--- src/rtl/axi_cmd_master.sv ---
// axi_cmd_master: single-outstanding AXI4 initiator. It turns a command plus a
// write/read payload stream into one INCR burst at a time, and reports each
// completion with a one-cycle done pulse and an error flag.
module axi_cmd_master #(
    parameter int ID_W_WIDTH = 4,
    parameter int ID_R_WIDTH = 4,
    parameter int ADDR_WIDTH = 16,
    parameter int DATA_WIDTH = 32,
    parameter int BYTE_WIDTH = 8,
    localparam int STRB_W = DATA_WIDTH / BYTE_WIDTH
) (
    input  logic                  clk,
    input  logic                  rst_n,
    // command interface
    input  logic                  cmd_valid,
    output logic                  cmd_ready,
    input  logic                  cmd_write,
    input  logic [ID_W_WIDTH-1:0] cmd_id,
    input  logic [ADDR_WIDTH-1:0] cmd_addr,
    input  logic [7:0]            cmd_len,
    // write payload stream
    input  logic [DATA_WIDTH-1:0] wdata_in,
    input  logic [STRB_W-1:0]     wstrb_in,
    input  logic                  wdata_valid_in,
    output logic                  wdata_ready_out,
    // read payload stream
    output logic [DATA_WIDTH-1:0] rdata_out,
    output logic                  rdata_valid,
    output logic                  rdata_last,
    input  logic                  rdata_ready,
    // completion
    output logic                  done_valid,
    output logic                  done_write,
    output logic                  done_err,
    // AXI write address
    output logic                  aw_valid,
    input  logic                  aw_ready,
    output logic [ID_W_WIDTH-1:0] aw_id,
    output logic [ADDR_WIDTH-1:0] aw_addr,
    output logic [7:0]            aw_len,
    output logic [2:0]            aw_size,
    output logic [1:0]            aw_burst,
    // AXI write data
    output logic                  w_valid,
    input  logic                  w_ready,
    output logic                  w_last,
    output logic [DATA_WIDTH-1:0] w_data,
    output logic [STRB_W-1:0]     w_strb,
    // AXI write response
    input  logic                  b_valid,
    output logic                  b_ready,
    input  logic [ID_W_WIDTH-1:0] b_id,
    input  logic [1:0]            b_resp,
    // AXI read address
    output logic                  ar_valid,
    input  logic                  ar_ready,
    output logic [ID_R_WIDTH-1:0] ar_id,
    output logic [ADDR_WIDTH-1:0] ar_addr,
    output logic [7:0]            ar_len,
    output logic [2:0]            ar_size,
    output logic [1:0]            ar_burst,
    // AXI read data
    input  logic                  r_valid,
    output logic                  r_ready,
    input  logic                  r_last,
    input  logic [ID_R_WIDTH-1:0] r_id,
    input  logic [DATA_WIDTH-1:0] r_data,
    input  logic [1:0]            r_resp
);

    localparam logic [2:0] AXI_SIZE = 3'($clog2(STRB_W));
    localparam logic [1:0] AXI_INCR = 2'b01;

    typedef enum logic [2:0] {
        IDLE,
        WADDR,
        WDATA,
        WRESP,
        RADDR,
        RDATA,
        DONE
    } state_t;

    state_t                state;
    state_t                state_nxt;
    logic [7:0]            beat_cnt;
    logic                  err_q;
    logic [ID_W_WIDTH-1:0] id_q;
    logic [ADDR_WIDTH-1:0] addr_q;
    logic [7:0]            len_q;
    logic                  write_q;

    logic                  beat_is_last;
    logic                  w_fire;
    logic                  r_fire;
    logic                  r_beat_err;

    assign beat_is_last = (beat_cnt == len_q);
    assign w_fire       = wdata_valid_in && w_ready;
    assign r_fire       = r_valid && rdata_ready;
    // A read beat is bad if the responder flags it, tags it with a foreign ID,
    // or places r_last somewhere other than the beat we count as last.
    assign r_beat_err   = (r_resp != 2'b00) || (r_id != id_q[ID_R_WIDTH-1:0]) ||
                          (r_last != beat_is_last);

    assign aw_id    = id_q;
    assign aw_addr  = addr_q;
    assign aw_len   = len_q;
    assign aw_size  = AXI_SIZE;
    assign aw_burst = AXI_INCR;
    assign ar_id    = id_q[ID_R_WIDTH-1:0];
    assign ar_addr  = addr_q;
    assign ar_len   = len_q;
    assign ar_size  = AXI_SIZE;
    assign ar_burst = AXI_INCR;
    assign w_data   = wdata_in;
    assign w_strb   = wstrb_in;
    assign rdata_out = r_data;

    // State register; reset aborts any burst in flight straight back to IDLE.
    always_ff @(posedge clk) begin
        if (!rst_n) begin
            state <= IDLE;
        end else begin
            state <= state_nxt;
        end
    end

    // Next-state decode and all handshake outputs, gated by the current state.
    always_comb begin
        state_nxt       = state;
        cmd_ready       = 1'b0;
        aw_valid        = 1'b0;
        ar_valid        = 1'b0;
        w_valid         = 1'b0;
        w_last          = 1'b0;
        wdata_ready_out = 1'b0;
        b_ready         = 1'b0;
        r_ready         = 1'b0;
        rdata_valid     = 1'b0;
        rdata_last      = 1'b0;
        done_valid      = 1'b0;
        done_write      = 1'b0;
        done_err        = 1'b0;
        case (state)
            IDLE: begin
                cmd_ready = 1'b1;
                if (cmd_valid) begin
                    state_nxt = cmd_write ? WADDR : RADDR;
                end
            end
            WADDR: begin
                aw_valid = 1'b1;
                if (aw_ready) begin
                    state_nxt = WDATA;
                end
            end
            WDATA: begin
                w_valid         = wdata_valid_in;
                wdata_ready_out = w_ready;
                w_last          = beat_is_last;
                if (w_fire && beat_is_last) begin
                    state_nxt = WRESP;
                end
            end
            WRESP: begin
                b_ready = 1'b1;
                if (b_valid) begin
                    state_nxt = DONE;
                end
            end
            RADDR: begin
                ar_valid = 1'b1;
                if (ar_ready) begin
                    state_nxt = RDATA;
                end
            end
            RDATA: begin
                rdata_valid = r_valid;
                r_ready     = rdata_ready;
                rdata_last  = beat_is_last;
                if (r_fire && beat_is_last) begin
                    state_nxt = DONE;
                end
            end
            DONE: begin
                done_valid = 1'b1;
                done_write = write_q;
                done_err   = err_q;
                state_nxt  = IDLE;
            end
            default: begin
                state_nxt = IDLE;
            end
        endcase
    end

    // Beat counter and sticky error flag; both restart on each accepted command.
    always_ff @(posedge clk) begin
        if (!rst_n) begin
            beat_cnt <= 8'd0;
            err_q    <= 1'b0;
        end else begin
            case (state)
                IDLE: begin
                    if (cmd_valid) begin
                        beat_cnt <= 8'd0;
                        err_q    <= 1'b0;
                    end
                end
                WDATA: begin
                    if (w_fire) begin
                        beat_cnt <= beat_is_last ? 8'd0 : beat_cnt + 8'd1;
                    end
                end
                WRESP: begin
                    if (b_valid) begin
                        err_q <= (b_resp != 2'b00) || (b_id != id_q);
                    end
                end
                RDATA: begin
                    if (r_fire) begin
                        beat_cnt <= beat_is_last ? 8'd0 : beat_cnt + 8'd1;
                        err_q    <= err_q || r_beat_err;
                    end
                end
                default: begin
                end
            endcase
        end
    end

    // Command fields are captured on acceptance and held for the whole burst.
    always_ff @(posedge clk) begin
        if (state == IDLE && cmd_valid) begin
            id_q    <= cmd_id;
            addr_q  <= cmd_addr;
            len_q   <= cmd_len;
            write_q <= cmd_write;
        end
    end

endmodule

--- config.mk ---
export PLATFORM = sky130hd
export DESIGN_NAME = axi_cmd_master
export DESIGN_NICKNAME = d
export VERILOG_FILES = /design/src/rtl/axi_cmd_master.sv
export SDC_FILE = /design/constraint.sdc
export NUM_CORES = 1
export LEC_CHECK = 0
export BUFFER_PORTS_ARGS = -buffer_cell sky130_fd_sc_hd__buf_2
export CORE_AREA = 2 2 104 106
export CTS_CLUSTER_SIZE = 12
export DETAILED_ROUTE_END_ITERATION = 6
export DIE_AREA = 0 0 106 108
export HOLD_SLACK_MARGIN = 0.08
export PLACE_DENSITY = 0.66
export SYNTH_ARGS = -nofsm -noshare
export SYNTH_HDL_FRONTEND = slang
export SYNTH_SLANG_ARGS = --single-unit
--- constraint.sdc ---
create_clock -name clk -period 2.8 [get_ports clk]
set_clock_uncertainty 0.15 [all_clocks]
set_input_delay 0.56 -clock clk [delete_from_list [all_inputs] [get_ports clk]]
set_output_delay 0.56 -clock clk [all_outputs]
set_load 0.01 [all_outputs]
**Word level (Yosys, flattened, before mapping)**

Cells that the tools add are included.

- Register bits after elaboration: 41
- Output and inout port bits: 147

- Add/subtract/negate cells: 1
- Equality and inequality tests: 18
- Muxes and demuxes: 30
- Reductions and logical operators: 17

Operators with widths:

| operator | number |
|---|---|
| 2-to-1 mux 8 bit | 4 |
| case mux 8 bit (3 select lines) | 1 |
| 2-to-1 mux 3 bit | 7 |
| case mux 3 bit (6 select lines) | 1 |
| 2-to-1 mux 1 bit | 16 |
| inequality test 2 bit, second input constant | 8 |
| == test 3 bit, second input constant | 3 |
| adder 8 x 1 -> 8 bit, second input constant | 1 |
| == test 8 bit | 1 |
| inequality test 4 bit | 2 |
| AND reduction 4 bit | 2 |
| == test 3 x 2 -> 1 bit, second input constant | 2 |
| AND reduction 6 bit | 1 |
| nonzero test 3 bit | 2 |
| logical AND 1 bit | 5 |
| logical OR 1 bit | 4 |
| nonzero test 2 bit | 2 |
| == test 3 x 1 -> 1 bit, second input constant | 1 |
| logical NOT 3 bit | 1 |
| case mux 1 bit (3 select lines) | 1 |
| inequality test 1 bit | 1 |

**Longest topological paths before layout**

Gate-level depths: netlist of the first run.

- Word-level depth: 6
- Gate-level depth with buffers: 7
- Mapped depth without buffers: 5

**Worst setup path before layout of the first run**

OpenSTA, ideal clock, no wires.

- Kind: register to register
- Start point: register state[2]
- End point: register addr_q[0], in the netlist ar_addr[0], enable pin
- Setup time: 389 ps
- Data arrival time: 1648 ps
- Path slack: 614 ps
- Stages on the path, launching flop included: 4
- Clock period less this slack: 2186 ps
- Cells stage by stage: dfxtp_1 buf_2 nor3_1 and2_1

- Longest elaborated chain between the ends: 2

Ends and longest elaborated chain:

| item | line | text |
|---|---|---|
| start, declared | 84 | `state_t state;` |
| start signal, assigned | 125 | `state <= state_nxt;` |
| logical NOT 3 bit | 235 | `if (state == IDLE && cmd_valid) begin` |
| logical AND 1 bit | 235 |  |
| end signal, assigned | 237 | `addr_q <= cmd_addr;` |
| end, declared | 89 | `logic [ADDR_WIDTH-1:0] addr_q;` |

No other way between the ends.
A chain may end at the register's enable or synchronous reset.

**Final worst setup path of the first run**

- Start point: register len_q[5], in the netlist ar_len[5]
- End point: output port rdata_last

- Longest elaborated chain between the ends: 2

Ends and longest elaborated chain:

| item | line | text |
|---|---|---|
| start, declared | 90 | `logic [7:0] len_q;` |
| start signal, assigned | 238 | `len_q <= cmd_len;` |
| == test 8 bit | 98 | `assign beat_is_last = (beat_cnt == len_q);` |
| 2-to-1 mux 1 bit | 145 | `case (state)` |
| end, declared | 29 | `output logic rdata_last,` |

No other way between the ends.

==> results of run 1 <==
worst min-delay path by stage:
stage / end / slack (ns) / start / cells past startpoint
2_1_floorplan: err_q / 0.32 / err_q / 2
3_3_place_gp: err_q / 0.34 / err_q / 2
3_5_place_dp: err_q / 0.35 / err_q / 2
4_1_cts: ar_id[0] / 0.27 / cmd_id[0] / 1
5_1_grt: ar_addr[4] / 0.27 / cmd_addr[4] / 1
6_report: ar_addr[8] / 0.29 / cmd_addr[8] / 1
per-stage QoR:
| step | area [sq um] | setup slack [ns] | std cells |
|---|---|---|---|
| global placement | 2758 | 0.5732 | 436 |
| detailed placement | 2758 | 0.5334 | 436 |
| floorplan | 2806 | 0.6137 | 291 |
| global route | 2869 | 0.1101 | 444 |
| CTS | 2869 | 0.1973 | 444 |
| finish | 2869 | 0.2241 | 444 |
flip-flops by register name, indices dropped and copies added (netlist names):
name      flops
err_q         1
write_q       1
ar_addr      16
ar_len        8
ar_id         4
beat_cnt      8
state         3
layout by cell type, fill, tap and decap left out, drive strengths merged, types with 2 or more instances in the layout:
cell type,netlist,final
dfxtp,12,12
xnor2,6,6
clkbuf,1,6
nor2,13,13
o21ai,3,3
nor3,7,7
or3,2,2
nand4b,2,2
nor4,2,2
a31oi,3,3
o211ai,2,2
nand3b,4,4
nand2,14,14
and2,6,6
nand3,15,15
xor2,11,11
a211oi,3,3
nand4,2,2
edfxtp,29,29
conb,2,10
and3b,2,2
inv,2,2
buf,111,121
and3,4,4
a21oi,10,10
nand2b,3,3
layer usage:
layer	track usage [%]	up-vias	wire (um)
li1	-	902	-
met1	10.24	862	2144
met2	22.90	143	3695
met3	4.521	20	842
met4	6.297	0	258
met5	0	-	0
cells by family after synthesis:
kind of cell             Yosys count
AND/OR/NAND/NOR                   77
flip-flops                        41
XOR/XNOR                          17
adder cells (fa/ha/maj)            1
AO/OA/AOI/OAI                     30
buffers and inverters            114
multiplexers                       1
other                              2
final cells by class:
| type | count | area share, % |
|---|---|---|
| clock inverters | 2 | 1.352 |
| clock buffers | 6 | 2.529 |
| well taps | 136 | 5.931 |
| repair buffers | 121 | 21.19 |
| flip-flops and latches | 41 | 38.73 |
| multi-input cells | 136 | 30.00 |
| inverters | 2 | 0.2617 |
worst max-delay path, stage by stage (launching register included):
cell and delay, ns:
edfxtp_1 0.42, xor2_1 0.19, nor4_4 0.55, nand2_1 0.15, nor2_1 0.12, buf_2 0.14
power by group:
part	total, mW	switching (mW)	internal, mW
sequential	0.897	0.111	0.786
clock	0.478	0.210	0.268
combinational	0.698	0.420	0.278
==> impl_metrics.csv, run 1 <==
group,metric,value,unit
die,ioPinCount,267,
worst_setup_path,cp.arrival,1.87,ns
timing,max_freq,0.3882,GHz
worst_setup_path,endpoint_kind,"output pin",
global_routing,grt_pass1_vias,1856,
clock_network,cts_buffers,5,
placed_design,dp_hpwl,5740,um
synth,synthTopCellsByCount,"107 x buf_4, 29 x edfxtp_1, 15 x nand3_1",
synth,synth_top_family_by_area,"buffers and inverters",
clock_network,ctsResizeCount,0,
synth,synth_cells,283,
worst_setup_path,startpoint_type,"flop",
die,die_area,11450,sq um
timing,period_needed,2.576,ns
worst_setup_path,rr_worst_depth,5,
die,rows,37,
synth,synth_fa_ha_area_share,0.4507,%
global_routing,grt_max_degree,30,
die,die-width,106,um
pwr,ir_worst_vdd,529.0,uV
synth,synth.top_cell.area_share,31.37,%
cells_and_area,layout.nets,428,
drt,drc,0,
drt,drt-initial-drc-count,92,
cells_and_area,final-seq-area,1111,sq um
timing,timing.final.hold_violations,0,
cells_and_area,area_growth_syn_to_layout,3.335,%
synth,synthXorXnorAreaFrac,5.363,%
cells_and_area,fin_util,28.04,%
pwr,p_leak,1.238,nW
global_routing,grt_pass1_wl,10050,um
synth,yosys_warnings,0,
worst_setup_path,endpoint,"rdata_last",
die,die_height,108,um
worst_setup_path,crit_type,"reg2out",
clock_network,cts.path.max_buffers,2,
clock_network,clk_pin_slew,0.08,ns
placed_design,gp_congestion,0.8122,
cells_and_area,diodes,0,
synth,syn_avg_cell_area,9.811,sq um
global_routing,grtUsageTotal,11.71,%
synth,synthArstFlopShare,0,%
clock_network,h-tree-depth,2,
timing,whs,0.2872,ns
synth,yosysMostFrequentCell,"buf_4",
synth,synth-simple-area-share,16.09,%
clock_network,cts_tree,"yes",
drt,route.vias.total,1927,
cells_and_area,multi_input_area,860.8,sq um
synth,ys.flop_type,"edfxtp_1",
hold_path,hp-class,"in2reg",
clock_network,clock_sink_count,41,
synth,netlist_area,2776,sq um
timing,totalNegativeSetupSlack,0,ns
synth,yosysTopAreaCell,"edfxtp_1",
timing,setup_violations,0,
die,start_util,27.14,%
cells_and_area,fillCellCount,1092,
worst_setup_path,r2r-end,"state[0]",
pwr,finalPower,2.073,mW
clock_network,clock_latency,0.29,ns
pwr,powerDensity,722.5,nW/um^2
drt,post_drt_wl_per_cell,15.63,um
job,drv_cap,0,
synth,synthMuxAreaShare,0.3605,%
drt,vias_per_cell,4.340,
drt,routed_wl,6941,um
synth,ys_ff_latch,41,
timing,slew_headroom,63.36,%
global_routing,overflow,0,
worst_setup_path,cp-startpoint,"ar_len[5]",
synth,synth_edf_count,29,
synth,synthTopCellsByArea,"edfxtp_1 31%, buf_4 29%, dfxtp_1 8.7%",
synth,synth_compound_area_share,7.391,%
outcome,status,"completed",
drt,drt.antenna.violating_nets,0,
clock_network,post_cts_buffers,0,
die,core,10230,sq um
timing,grt_setup_unrepaired,"no",
worst_setup_path,r2r_slack,0.62,ns
cells_and_area,drive_gt1_share,43.18,%
timing,drv_slew,0,
global_routing,antenna_found_initial,0,
timing,fin_crit_sh,92.00,%
clock_network,cts-root-buf,"clkbuf_8",
placed_design,place.port_buffers,120,
worst_setup_path,critical_path_required,2.09,ns
drt,dr.pass1.iters,4,
clock_network,postCtsHoldBufs,0,
synth,seq_area_frac_synth,40.02,%
worst_setup_path,r2r-start,"state[2]",
synth,synth_cell_type_count,42,
worst_setup_path,cp_max_fo,7,
timing,tightest_slew,0.5496,ns
Power figures use the tool's default switching activity.
==> run 2: changes to the inputs <==
CORE_AREA = not set   (was 2 2 104 106)
CORE_ASPECT_RATIO = 0.9   (was not set)
CORE_MARGIN = 10   (was not set)
CORE_UTILIZATION = 37   (was not set)
DIE_AREA = not set   (was 0 0 106 108)
PLACE_DENSITY = 0.85   (was 0.66)
RECOVER_POWER = 100   (was not set)
==> run 2 against run 1 <==
Effect of this change: maximum frequency fell by 2.0%; die area fell by 0.65%; routed wire length rose by 16%; global-route usage rose by 1.3 points; worst setup slack got worse by 0.051 ns; design area fell by 6.5%; sequential share of layout area rose by 2.7 points; sequential power barely moved; critical path type unchanged; critical endpoint unchanged.
==> impl_metrics.csv, run 2 (synthesized netlist as in run 1, its figures left out) <==
group,metric,value,unit
pwr,finalPower,1.934,mW
drt,route.vias.total,2011,
global_routing,grt_max_degree,30,
clock_network,cts_tree,"yes",
clock_network,ctsResizeCount,0,
worst_setup_path,crit_type,"reg2out",
timing,max_freq,0.3806,GHz
worst_setup_path,crit_path_cell_trace,"xor2_1 -> nor4_4 -> nand2_1 -> nor2_1 -> clkbuf_1",
cells_and_area,diodes,0,
drt,drt.antenna.violating_nets,0,
die,die_area,11370,sq um
clock_network,h-tree-depth,2,
global_routing,use_met2,23.64,%
timing,period_needed,2.627,ns
worst_setup_path,rr_worst_depth,5,
worst_setup_path,crit_cells,5,
cells_and_area,layout.nets,428,
clock_network,cts.path.max_buffers,2,
worst_setup_path,cp.arrival,1.92,ns
worst_setup_path,startpoint_type,"flop",
timing,grt_setup_unrepaired,"no",
cells_and_area,drive_gt1_share,19.81,%
worst_setup_path,endpoint_kind,"output pin",
job,drv_cap,0,
drt,drt-initial-drc-count,153,
global_routing,grt_pass1_vias,2099,
cells_and_area,mostFrequentLayoutCell,"clkbuf_1",
drt,post_drt_wl_per_cell,20.07,um
cells_and_area,largest_reg_flops,16,
global_routing,top_usage_layer,"met2",
timing,slew_headroom,40.36,%
worst_setup_path,crit_family,"simple AND/OR/NAND/NOR gates",
global_routing,grt_pass1_wl,11740,um
drt,drc,0,
timing,totalNegativeSetupSlack,0,ns
global_routing,antenna_found_initial,0,
worst_setup_path,max_stage_delay,0.50,ns
timing,drv_slew,0,
cells_and_area,area_growth_syn_to_layout,-3.425,%
hold_path,hp-class,"in2reg",
placed_design,dp_hpwl,6844,um
clock_network,clock_sink_count,41,
hold_path,hold_depth,1,
clock_network,clk_pin_slew,0.08,ns
global_routing,use_met1,10.89,%
pwr,ir_worst_vdd,414.3,uV
worst_setup_path,cp_max_fo,7,
clock_network,post_cts_buffers,0,
placed_design,gp_congestion,0.8206,
clock_network,cts_buffers,5,
pwr,powerDensity,721.2,nW/um^2
cells_and_area,layout_common_cells,"70 x clkbuf_1, 51 x buf_2, 29 x edfxtp_1",
clock_network,cts-root-buf,"clkbuf_8",
clock_network,clock_latency,0.30,ns
placed_design,place.port_buffers,120,
outcome,status,"completed",
timing,timing.final.hold_violations,0,
timing,setup_violations,0,
drt,dr.pass1.iters,4,
die,ioPinCount,267,
timing,tightest_slew,0.8946,ns
timing,fin_crit_sh,93.83,%
die,start_util,38.65,%
die,rows,29,
worst_setup_path,critical_path_required,2.09,ns
die,core,7184,sq um
die,die_height,102.2,um
global_routing,grtUsageTotal,13.03,%
worst_setup_path,critPathSlowestCell,"nor4_4",
die,die-width,111.3,um
global_routing,overflow,0,
drt,routed_wl,8049,um
global_routing,grt_use_met3,8.026,%
worst_setup_path,crit_buf_inv,1,
drt,vias_per_cell,5.015,
pwr,p_leak,1.004,nW
clock_network,postCtsHoldBufs,0,
[run 2: cell count changes in the layout (fill, tap and decap cells not counted), sizes merged]
cell / previous run / this run
buf: 121 / 51
clkbuf: 6 / 76
bufinv: 1 / 0
clkinvlp: 0 / 2
clkinv: 1 / 0
[run 2: power breakdown]
part | internal (mW) | switching, mW | leakage, nW
Clock | 0.176 | 0.209 | 0.0374
Combinational | 0.214 | 0.436 | 0.594
Sequential | 0.788 | 0.111 | 0.372
Total | 1.18 | 0.756 | 1.00
[run 2: cell type report]
| class | count | area [sq um] |
|---|---|---|
| inverter | 2 | 7.507 |
| fill | 757 | 4503 |
| sequential | 41 | 1111 |
| tap | 93 | 116.4 |
| clock buffer | 6 | 72.57 |
| clock inverter | 2 | 15.01 |
| timing repair buffer | 121 | 519.2 |
| multi-input combinational | 136 | 839.6 |
[run 2: through the flow]
step	instance area, sq um	std cells	hold slack (ns)	worst slack [ns]	utilization (%)
5_1_grt	2681	401	0.2705	0.05970	37.32
3_5_place_dp	2704	393	0.3550	0.5012	37.64
2_1_floorplan	2806	291	0.3161	0.6137	-
6_report	2681	401	0.2829	0.1726	37.32
4_1_cts	2791	401	0.2782	0.1747	38.85
3_3_place_gp	2704	393	0.3439	0.5372	37.64
[run 2: worst paths after layout]
path	slack [ns]	endpoint	startpoint
worst max register to register	0.34	state[0]	state[0]
worst min register to register	0.36	beat_cnt[7]	beat_cnt[7]
worst min-delay path	0.28	ar_len[2]	cmd_len[2]
worst max-delay path	0.17	rdata_last	ar_len[5]
[run 2: per-layer routing]
metal	share of wire [%]	vias to the layer above	wire length, um
li1	-	901	-
met1	31	900	2494
met2	50	184	3991
met3	15	26	1241
met4	4.0	0	323
met5	0	-	0
==> run 3: changes to the inputs <==
GPL_ROUTABILITY_DRIVEN = 0   (was not set)
PLACE_DENSITY = 0.82   (was 0.85)
==> run 3 against run 2 <==
Effect of this change: worst setup slack improved by 0.015 ns; sequential power barely moved; global-route usage barely moved.
==> impl_metrics.csv, run 3 (synthesized netlist as in run 1, its figures left out) <==
group,metric,value,unit
timing,drv_slew,0,
clock_network,postCtsHoldBufs,0,
clock_network,cts.path.max_buffers,2,
drt,route.vias.total,2014,
placed_design,dp_hpwl,6685,um
clock_network,cts-root-buf,"clkbuf_8",
drt,post_drt_wl_per_cell,19.50,um
clock_network,ctsResizeCount,0,
timing,tightest_slew,0.9095,ns
worst_setup_path,critPathSlowestCell,"nor4_4",
clock_network,post_cts_buffers,0,
cells_and_area,fin_util,37.67,%
global_routing,antenna_found_initial,0,
timing,setup_violations,0,
cells_and_area,largest_reg_flops,16,
worst_setup_path,cp.arrival,1.90,ns
worst_setup_path,critical_path_required,2.09,ns
clock_network,clock_sink_count,41,
worst_setup_path,cp_max_fo,7,
die,start_util,38.65,%
die,core,7184,sq um
worst_setup_path,crit_type,"reg2out",
pwr,powerDensity,744.3,nW/um^2
cells_and_area,layout.nets,428,
die,die_height,102.2,um
global_routing,overflow,0,
cells_and_area,drive_gt1_share,20.13,%
clock_network,clk_pin_slew,0.08,ns
timing,totalNegativeSetupSlack,0,ns
die,die_area,11370,sq um
job,drv_cap,0,
global_routing,grt_pass1_vias,2192,
pwr,p_leak,1.025,nW
worst_setup_path,startpoint_type,"flop",
drt,routed_wl,7818,um
placed_design,place.port_buffers,120,
worst_setup_path,max_stage_delay,0.48,ns
cells_and_area,final_cells,401,
drt,drc,0,
timing,slew_headroom,39.36,%
pwr,ir_worst_vdd,456.8,uV
clock_network,h-tree-depth,2,
clock_network,clock_latency,0.29,ns
timing,grt_setup_unrepaired,"no",
drt,dr.pass1.iters,4,
clock_network,cts_buffers,5,
clock_network,cts_tree,"yes",
placed_design,place_area,2704,sq um
die,rows,29,
worst_setup_path,endpoint_kind,"output pin",
cells_and_area,final_area,2706,sq um
drt,vias_per_cell,5.022,
cells_and_area,mostFrequentLayoutCell,"clkbuf_1",
hold_path,hp-class,"in2reg",
timing,max_freq,0.3828,GHz
die,die-width,111.3,um
worst_setup_path,rr_worst_depth,5,
global_routing,grtUsageTotal,13.07,%
timing,fin_crit_sh,93.29,%
cells_and_area,area_growth_syn_to_layout,-2.524,%
global_routing,grt_pass1_wl,11920,um
drt,drt-initial-drc-count,134,
timing,period_needed,2.612,ns
drt,drt.antenna.violating_nets,0,
worst_setup_path,crit_path_cell_trace,"xor2_1 -> nor4_4 -> nand2_1 -> nor2_1 -> clkbuf_1",
cells_and_area,diodes,0,
outcome,status,"completed",
placed_design,placed_cells,393,
global_routing,grt_max_degree,30,
die,ioPinCount,267,
hold_path,hold_depth,1,
cells_and_area,layout_common_cells,"69 x clkbuf_1, 52 x buf_2, 29 x edfxtp_1",
timing,timing.final.hold_violations,0,
run 3: changes by cell type in the layout (fill, tap and decap cells not counted), sizes merged:
cell	delta
bufinv	+1
clkinvlp	-2
clkinv	+1
buf	+1
clkbuf	-1
run 3: where the power goes:
part	switching, mW	leakage [nW]	total [mW]	internal [mW]
registers	0.115	0.372	0.903	0.789
clock network	0.206	0.0554	0.474	0.268
logic	0.423	0.598	0.637	0.214
total	0.744	1.03	2.01	1.27
run 3: worst paths after layout:
kind / from / to / slack [ns]
worst max-delay path: ar_len[5] / rdata_last / 0.19
worst min-delay path: cmd_len[3] / ar_len[3] / 0.29
worst max register to register: state[0] / beat_cnt[7] / 0.35
worst min register to register: err_q / err_q / 0.35
run 3: critical path, delay by kind of cell, from the launching register on:
family / cells / cell delay (ns)
DFF: 1 / 0.42
xor gates and xnor gates: 1 / 0.19
and+or+nand+nor: 3 / 0.80
buffers and inverters: 1 / 0.20
run 3: through the flow:
stage          total power [mW]  hold slack (ns)  worst slack [ns]
3_5_place_dp              1.631           0.3393            0.5024
4_1_cts                   2.103           0.2790            0.1763
2_1_floorplan             1.528           0.3161            0.6137
3_3_place_gp              1.620           0.3436            0.5344
6_report                  2.014           0.2865            0.1878
5_1_grt                   2.145           0.2662           0.07259
run 3: area by class of cell:
type | instances | area (sq um)
clock buffers | 6 | 72.57
clock inverters | 2 | 38.79
fillers | 757 | 4478
inverters | 2 | 7.507
multi-input cells | 136 | 839.6
flip-flops and latches | 41 | 1111
well taps | 93 | 116.4
repair buffers | 121 | 520.5
run 3: per-layer routing:
metal	share of wire (%)	vias up	routed length, um	global-route usage, %
met1	32	892	2478	11.39
met4	2.6	0	203	5.232
met5	0	-	0	0.8333
li1	-	906	-	-
met3	16	23	1281	9.432
met2	49	193	3855	22.96
